**src/rtl/sd_sector_responder_if.sv**
```systemverilog
// Sector-transfer bus between the initiator (core) and the sector responder,
// bundled with the responder's word-wide backing-store port.
interface sd_sector_responder_if #(
  parameter int SECT_BITS = 4
);
  // Initiator <-> responder
  logic [31:0]          sd_lba;
  logic                 sd_rd;
  logic                 sd_wr;
  logic                 sd_ack;
  logic [7:0]           sd_buff_addr;
  logic [15:0]          sd_buff_dout;
  logic                 sd_buff_wr;
  logic [15:0]          sd_buff_din;
  // Responder <-> backing store
  logic [SECT_BITS+7:0] mem_addr;
  logic                 mem_req;
  logic                 mem_we;
  logic [15:0]          mem_wdata;
  logic [15:0]          mem_rdata;
  logic                 mem_ack;

  // Responder view.
  modport slave (
    input  sd_lba, sd_rd, sd_wr, sd_buff_din, mem_rdata, mem_ack,
    output sd_ack, sd_buff_addr, sd_buff_dout, sd_buff_wr,
           mem_addr, mem_req, mem_we, mem_wdata
  );

  // Environment view: the initiator plus the backing store.
  modport master (
    output sd_lba, sd_rd, sd_wr, sd_buff_din, mem_rdata, mem_ack,
    input  sd_ack, sd_buff_addr, sd_buff_dout, sd_buff_wr,
           mem_addr, mem_req, mem_we, mem_wdata
  );
endinterface

```
**src/rtl/sd_sector_responder.sv**
```systemverilog
// Responder end of the sector-transfer protocol used for backup-RAM
// save/load. Services one 256-word sector per request from a word-wide
// backing store behind a req/ack port. Sectors beyond the store are read as
// zeros and written into the void, with an oob pulse at the end.
module sd_sector_responder #(
  parameter int SECT_BITS = 4,
  parameter int ACK_LAT   = 3,
  parameter int DIN_LAT   = 2
) (
  input  logic                 clk_sys,
  input  logic                 reset,
  sd_sector_responder_if.slave bus,
  output logic                 busy,
  output logic                 oob
);

  // One shared delay counter covers both the ack delay and the dpram wait.
  localparam int CNT_MAX = (ACK_LAT > DIN_LAT) ? ACK_LAT : DIN_LAT;
  localparam int CNT_W   = (CNT_MAX < 2) ? 1 : $clog2(CNT_MAX);

  typedef enum logic [2:0] {
    S_IDLE,
    S_ACKWAIT,
    S_RD_FETCH,
    S_RD_PUT,
    S_WR_ADDR,
    S_WR_WAIT,
    S_WR_STORE,
    S_DONE
  } state_t;

  state_t               state_q;
  logic [CNT_W-1:0]     cnt_q;
  logic [7:0]           word_q;
  logic [SECT_BITS-1:0] lba_q;
  logic                 oor_q;        // captured sector is outside the store
  logic                 rd_q;         // 1 = read transfer, 0 = write transfer

  logic                 sd_ack_q;
  logic [7:0]           sd_buff_addr_q;
  logic [15:0]          sd_buff_dout_q;
  logic                 sd_buff_wr_q;
  logic [SECT_BITS+7:0] mem_addr_q;
  logic                 mem_req_q;
  logic                 mem_we_q;
  logic [15:0]          mem_wdata_q;
  logic                 busy_q;
  logic                 oob_q;

  logic [7:0]           word_d;
  logic                 req_seen;
  logic                 lba_oor;
  logic                 ack_lat_done;
  logic                 din_lat_done;
  logic                 last_word;
  logic                 mem_done;

  assign word_d       = word_q + 8'd1;
  assign req_seen     = bus.sd_rd | bus.sd_wr;
  assign lba_oor      = |bus.sd_lba[31:SECT_BITS];
  assign ack_lat_done = (cnt_q == CNT_W'(ACK_LAT - 1));
  assign din_lat_done = (cnt_q == CNT_W'(DIN_LAT - 1));
  assign last_word    = (word_q == 8'hFF);
  // Out-of-range sectors never touch memory, so they complete immediately.
  assign mem_done     = oor_q | bus.mem_ack;

  // Transfer sequencer with all outputs registered.
  always_ff @(posedge clk_sys) begin
    if (reset) begin
      state_q        <= S_IDLE;
      cnt_q          <= '0;
      word_q         <= '0;
      lba_q          <= '0;
      oor_q          <= 1'b0;
      rd_q           <= 1'b0;
      sd_ack_q       <= 1'b0;
      sd_buff_addr_q <= '0;
      sd_buff_dout_q <= '0;
      sd_buff_wr_q   <= 1'b0;
      mem_addr_q     <= '0;
      mem_req_q      <= 1'b0;
      mem_we_q       <= 1'b0;
      mem_wdata_q    <= '0;
      busy_q         <= 1'b0;
      oob_q          <= 1'b0;
    end else begin
      // NOTE: non-blocking throughout, so every branch below sees the
      // register values from before this edge regardless of statement order.
      // NOTE: pulse outputs default low here; a branch that raises one holds
      // it for exactly one cycle without any explicit clear.
      sd_buff_wr_q <= 1'b0;
      oob_q        <= 1'b0;

      unique case (state_q)
        S_IDLE: begin
          if (req_seen) begin
            lba_q   <= bus.sd_lba[SECT_BITS-1:0];
            oor_q   <= lba_oor;
            rd_q    <= bus.sd_rd;      // read wins when both are raised
            busy_q  <= 1'b1;
            cnt_q   <= '0;
            state_q <= S_ACKWAIT;
          end
        end

        S_ACKWAIT: begin
          if (ack_lat_done) begin
            sd_ack_q <= 1'b1;
            word_q   <= 8'd0;
            cnt_q    <= '0;
            if (rd_q) begin
              mem_addr_q <= {lba_q, 8'd0};
              mem_we_q   <= 1'b0;
              mem_req_q  <= ~oor_q;
              state_q    <= S_RD_FETCH;
            end else begin
              sd_buff_addr_q <= 8'd0;
              state_q        <= S_WR_ADDR;
            end
          end else begin
            cnt_q <= cnt_q + 1'b1;
          end
        end

        S_RD_FETCH: begin
          if (mem_done) begin
            mem_req_q      <= 1'b0;
            sd_buff_addr_q <= word_q;
            sd_buff_dout_q <= oor_q ? 16'h0000 : bus.mem_rdata;
            sd_buff_wr_q   <= 1'b1;
            state_q        <= S_RD_PUT;
          end
        end

        S_RD_PUT: begin
          if (last_word) begin
            sd_ack_q <= 1'b0;
            busy_q   <= 1'b0;
            oob_q    <= oor_q;
            state_q  <= S_DONE;
          end else begin
            word_q     <= word_d;
            mem_addr_q <= {lba_q, word_d};
            mem_we_q   <= 1'b0;
            mem_req_q  <= ~oor_q;
            state_q    <= S_RD_FETCH;
          end
        end

        S_WR_ADDR: begin
          // sd_buff_addr already shows this word; start the dpram wait.
          cnt_q   <= '0;
          state_q <= S_WR_WAIT;
        end

        S_WR_WAIT: begin
          if (din_lat_done) begin
            mem_wdata_q <= bus.sd_buff_din;
            mem_addr_q  <= {lba_q, word_q};
            mem_we_q    <= ~oor_q;
            mem_req_q   <= ~oor_q;
            state_q     <= S_WR_STORE;
          end else begin
            cnt_q <= cnt_q + 1'b1;
          end
        end

        S_WR_STORE: begin
          if (mem_done) begin
            mem_req_q <= 1'b0;
            mem_we_q  <= 1'b0;
            if (last_word) begin
              sd_ack_q <= 1'b0;
              busy_q   <= 1'b0;
              oob_q    <= oor_q;
              state_q  <= S_DONE;
            end else begin
              word_q         <= word_d;
              sd_buff_addr_q <= word_d;
              state_q        <= S_WR_ADDR;
            end
          end
        end

        S_DONE: begin
          // One guaranteed cycle with sd_ack low before the next capture.
          state_q <= S_IDLE;
        end

        default: state_q <= S_IDLE;
      endcase
    end
  end

  assign bus.sd_ack       = sd_ack_q;
  assign bus.sd_buff_addr = sd_buff_addr_q;
  assign bus.sd_buff_dout = sd_buff_dout_q;
  assign bus.sd_buff_wr   = sd_buff_wr_q;
  assign bus.mem_addr     = mem_addr_q;
  assign bus.mem_req      = mem_req_q;
  assign bus.mem_we       = mem_we_q;
  assign bus.mem_wdata    = mem_wdata_q;
  assign busy             = busy_q;
  assign oob              = oob_q;

endmodule

```
**src/flat_wrapper.sv**
```systemverilog
// flat-port wrapper written by rule: the top's interface ports become plain ports
module sd_sector_responder_flat 
#(
  parameter int SECT_BITS = 4,
  parameter int ACK_LAT   = 3,
  parameter int DIN_LAT   = 2
)
  (clk_sys, reset, busy, oob, bus_sd_lba, bus_sd_rd, bus_sd_wr, bus_sd_buff_din, bus_mem_rdata, bus_mem_ack, bus_sd_ack, bus_sd_buff_addr, bus_sd_buff_dout, bus_sd_buff_wr, bus_mem_addr, bus_mem_req, bus_mem_we, bus_mem_wdata);
  sd_sector_responder_if #(.SECT_BITS(SECT_BITS)) bus_i ();
  input  logic clk_sys;
  input  logic reset;
  output logic busy;
  output logic oob;
  input wire logic [$bits(bus_i.sd_lba)-1:0] bus_sd_lba;
  input wire logic [$bits(bus_i.sd_rd)-1:0] bus_sd_rd;
  input wire logic [$bits(bus_i.sd_wr)-1:0] bus_sd_wr;
  input wire logic [$bits(bus_i.sd_buff_din)-1:0] bus_sd_buff_din;
  input wire logic [$bits(bus_i.mem_rdata)-1:0] bus_mem_rdata;
  input wire logic [$bits(bus_i.mem_ack)-1:0] bus_mem_ack;
  output wire logic [$bits(bus_i.sd_ack)-1:0] bus_sd_ack;
  output wire logic [$bits(bus_i.sd_buff_addr)-1:0] bus_sd_buff_addr;
  output wire logic [$bits(bus_i.sd_buff_dout)-1:0] bus_sd_buff_dout;
  output wire logic [$bits(bus_i.sd_buff_wr)-1:0] bus_sd_buff_wr;
  output wire logic [$bits(bus_i.mem_addr)-1:0] bus_mem_addr;
  output wire logic [$bits(bus_i.mem_req)-1:0] bus_mem_req;
  output wire logic [$bits(bus_i.mem_we)-1:0] bus_mem_we;
  output wire logic [$bits(bus_i.mem_wdata)-1:0] bus_mem_wdata;
  assign bus_i.sd_lba = bus_sd_lba;
  assign bus_i.sd_rd = bus_sd_rd;
  assign bus_i.sd_wr = bus_sd_wr;
  assign bus_i.sd_buff_din = bus_sd_buff_din;
  assign bus_i.mem_rdata = bus_mem_rdata;
  assign bus_i.mem_ack = bus_mem_ack;
  assign bus_sd_ack = bus_i.sd_ack;
  assign bus_sd_buff_addr = bus_i.sd_buff_addr;
  assign bus_sd_buff_dout = bus_i.sd_buff_dout;
  assign bus_sd_buff_wr = bus_i.sd_buff_wr;
  assign bus_mem_addr = bus_i.mem_addr;
  assign bus_mem_req = bus_i.mem_req;
  assign bus_mem_we = bus_i.mem_we;
  assign bus_mem_wdata = bus_i.mem_wdata;
  sd_sector_responder #(.SECT_BITS(SECT_BITS), .ACK_LAT(ACK_LAT), .DIN_LAT(DIN_LAT)) u_core (.clk_sys(clk_sys), .reset(reset), .bus(bus_i), .busy(busy), .oob(oob));
endmodule
```
**config.mk**
```make
export PLATFORM = sky130hd
export DESIGN_NAME = sd_sector_responder_flat
export DESIGN_NICKNAME = d
export VERILOG_FILES = /design/src/rtl/sd_sector_responder_if.sv /design/src/rtl/sd_sector_responder.sv /design/src/flat_wrapper.sv
export SDC_FILE = /design/constraint.sdc
export NUM_CORES = 1
export LEC_CHECK = 0
export ABC_AREA = 1
export BUFFER_PORTS_ARGS = -buffer_cell sky130_fd_sc_hd__buf_2
export CORE_UTILIZATION = 45
export DETAILED_ROUTE_END_ITERATION = 6
export PLACE_DENSITY_LB_ADDON = 0.2
export REMOVE_ABC_BUFFERS = 1
export SYNTH_ARGS = -nofsm -noshare
export SYNTH_HDL_FRONTEND = slang
export SYNTH_SLANG_ARGS = --single-unit
```
**constraint.sdc**
```tcl
create_clock -name clk_sys -period 2.9 [get_ports clk_sys]
set_input_delay 0.58 -clock clk_sys [delete_from_list [all_inputs] [get_ports clk_sys]]
set_output_delay 0.58 -clock clk_sys [all_outputs]
set_load 0.01 [all_outputs]
```
==> impl_metrics.yaml <==
grt:
  grt_pass1_vias: 3552
  grt_pass1_wl_mm: 15.8
  gr-usage-all-layers_pct: 22.9
  grt_max_degree: 30
  grt_overflow: 0
  antenna_found_initial: 0
clock_network:
  clk_latency_ps: 370
  ctsResizeCount: 0
  max-clock-path-buffers: 2
  cts_root_buffer: "clkbuf_8"
  post_cts_buffers: 0
  cts.clk_slew.worst_paths_ps: 90
  numCtsBuffers: 9
  ctsHoldBuffers: 0
  htreeDepth: 3
  numClockSinks: 77
  cts_tree: "yes"
timing:
  setup_viol: 0
  rsz0062_at_grt: "no"
  fmax_ghz: 0.465
  relSlewSlack_pct: 56.8
  tightest_slew_ps: 649
  finClkSkew_ps: 11.5
  setup_tns_ps: 0
  period_needed_ps: 2150
  finalHoldViolCount: 0
  slew_viol_final: 0
  setup_ws_ps: 748
  holdWs_ps: 456
  min_period_over_period_pct: 74.2
synth:
  synth.distinct_cells: 32
  avgSynthCellArea_um2: 6.77
  yosys_register_bits: 77
  ys_seq_area_share_pct: 41.1
  synthAdderAreaFrac_pct: 1.67
  netlist_area_um2: 3750
  syn_inst: 555
  synth_edf_count: 0
  synth_top_family_by_area: "simple AND/OR/NAND/NOR gates"
  ys_warn_count: 0
  synth_xor_area_share_pct: 0
  synthMuxAreaShare_pct: 0
  synthSimpleGateAreaFrac_pct: 38.2
  ys.flop_type: "dfxtp_1"
  postSynth.asyncResetShare_pct: 0
  synth_compound_area_share_pct: 11.4
routing:
  drt-vias-per-instance: 5.00
  routed_wl_mm: 9.75
  num_vias: 3909
  initialDrtViolationCount: 147
  drc: 0
  ant_nets: 0
  drt_first_pass_iters: 4
  wl_per_cell_um: 12.5
floorplanning:
  die_x_um: 93.3
  ioPinCount: 127
  core_region_area_um2: 7890
  die_h_um: 93.3
  initial_utilization_pct: 47.6
  dieArea_um2: 8710
  num_rows: 32
final_layout:
  fillers: 784
  antenna_cells: 0
  final_common_cell: "nand2_1"
  area_growth_pct: 23.9
  layout_common_cells: "nand2_1, buf_2, dfxtp_1"
  drive_gt1_share_pct: 24.4
  nets: 749
power:
  max-vdd-ir-drop_mv: 0.381
  p_comb_share_pct: 40.6
  power_frac_seq_pct: 36.2
  p_leak_nw: 2.26
  clkPwrFrac_pct: 23.2
  p_sw_mw: 1.57
  power.density_nw_per_um2: 828
  p_int_mw: 2.28
  netSwitchingFraction_pct: 40.8
placed_design:
  dp_hpwl_mm: 7.23
  io_buffers: 126
  pre_cts_ws_ps: 779
  gp_congestion: 0.903
worst_setup_path:
  path_max_fanout: 19
  crit_arrival_ps: 2440
  critPathRequiredTime_ps: 3190
  worstSetupStartpointType: "register"
  path_class: "reg -> reg"
  cp-end-kind: "register"
min_path:
  holdCritPathClass: "in -> reg"
job:
  drv_cap: 0
run_status:
  status: "completed"
-- per-layer routing --
layer	GRT usage [%]	wire length (um)	vias to the layer above
met5	0	0	-
met4	9.87	197	0
met3	3.90	431	16
met2	39.6	4750	114
met1	27.9	4370	1756
li1	-	-	2023
-- flip-flops by register name (all words and copies together) (netlist names), 2 cells and up --
signal                   flops
u_core.cnt_q                 2
u_core.bus.sd_buff_addr      8
u_core.bus.mem_wdata        16
u_core.bus.sd_buff_dout     16
u_core.word_q                8
u_core.bus.mem_addr         12
u_core.lba_q                 4
u_core.state_q               3
-- power by group through the flow --
stage	logic, mW	clock network [mW]	registers (mW)
floorplan	1.01	0	1.49
global placement	1.55	0	1.42
detailed placement	1.56	0	1.42
CTS	1.57	0.911	1.40
global route	1.78	0.952	1.42
finish	1.56	0.892	1.39
-- cell type report --
class	instances	area (um^2)	area share, %
Clock inverter	5	85.1	1.83
Timing Repair Buffer	130	661	14.2
Clock buffer	11	131	2.82
Multi-Input combinational cell	408	1920	41.3
Inverter	49	184	3.95
Tap cell	102	128	2.74
Sequential cell	77	1540	33.1
-- synth_stat cells, types with 5 or more instances --
library cell,n,share of area [%]
a21oi_1,47,6.3
inv_2,5,0.50
ha_1,5,1.7
nor2_1,71,7.1
nand3_1,65,8.7
dfxtp_1,77,41
nand2_1,157,16
inv_1,43,4.3
buf_2,7,0.93
o21ai_0,22,2.9
clkbuf_1,10,1.0
o21ai_1,6,0.80
-- through the flow --
stage,cell area (um^2),power (mW),cells,utilization [%]
after floorplan,3650,2.50,534,-
after CTS,4650,3.88,782,59.0
after global routing,4650,4.15,782,59.0
final,4650,3.85,782,59.0
after global placement,4440,2.96,766,56.3
after detailed placement,4440,2.98,766,56.3
-- kinds of logic after synthesis --
| group | Yosys count |
|---|---|
| flip-flops | 77 |
| adder cells (fa/ha/maj) | 5 |
| AO/OA/AOI/OAI | 81 |
| AND/OR/NAND/NOR | 322 |
| buffers and inverters | 70 |
-- final timing paths --
check                                       start                           to  slack, ps  cells past startpoint
worst min-delay path            bus_mem_rdata[11]  u_core.bus.sd_buff_dout[11]        460                      3
worst max-delay path              u_core.cnt_q[1]              u_core.cnt_q[0]        750                      6
worst max register to register    u_core.cnt_q[1]              u_core.cnt_q[0]        750                      6
worst min register to register    u_core.lba_q[3]              u_core.lba_q[3]        460                      2
-- critical path, cell delays in order, from the launching register on --
cell and delay [ps]:
dfxtp_1 320, inv_1 110, ha_1 590, nand2_1 520
nand3_1 310, o21ai_0 100, a21oi_1 130
(Power assumes the default switching activity.)
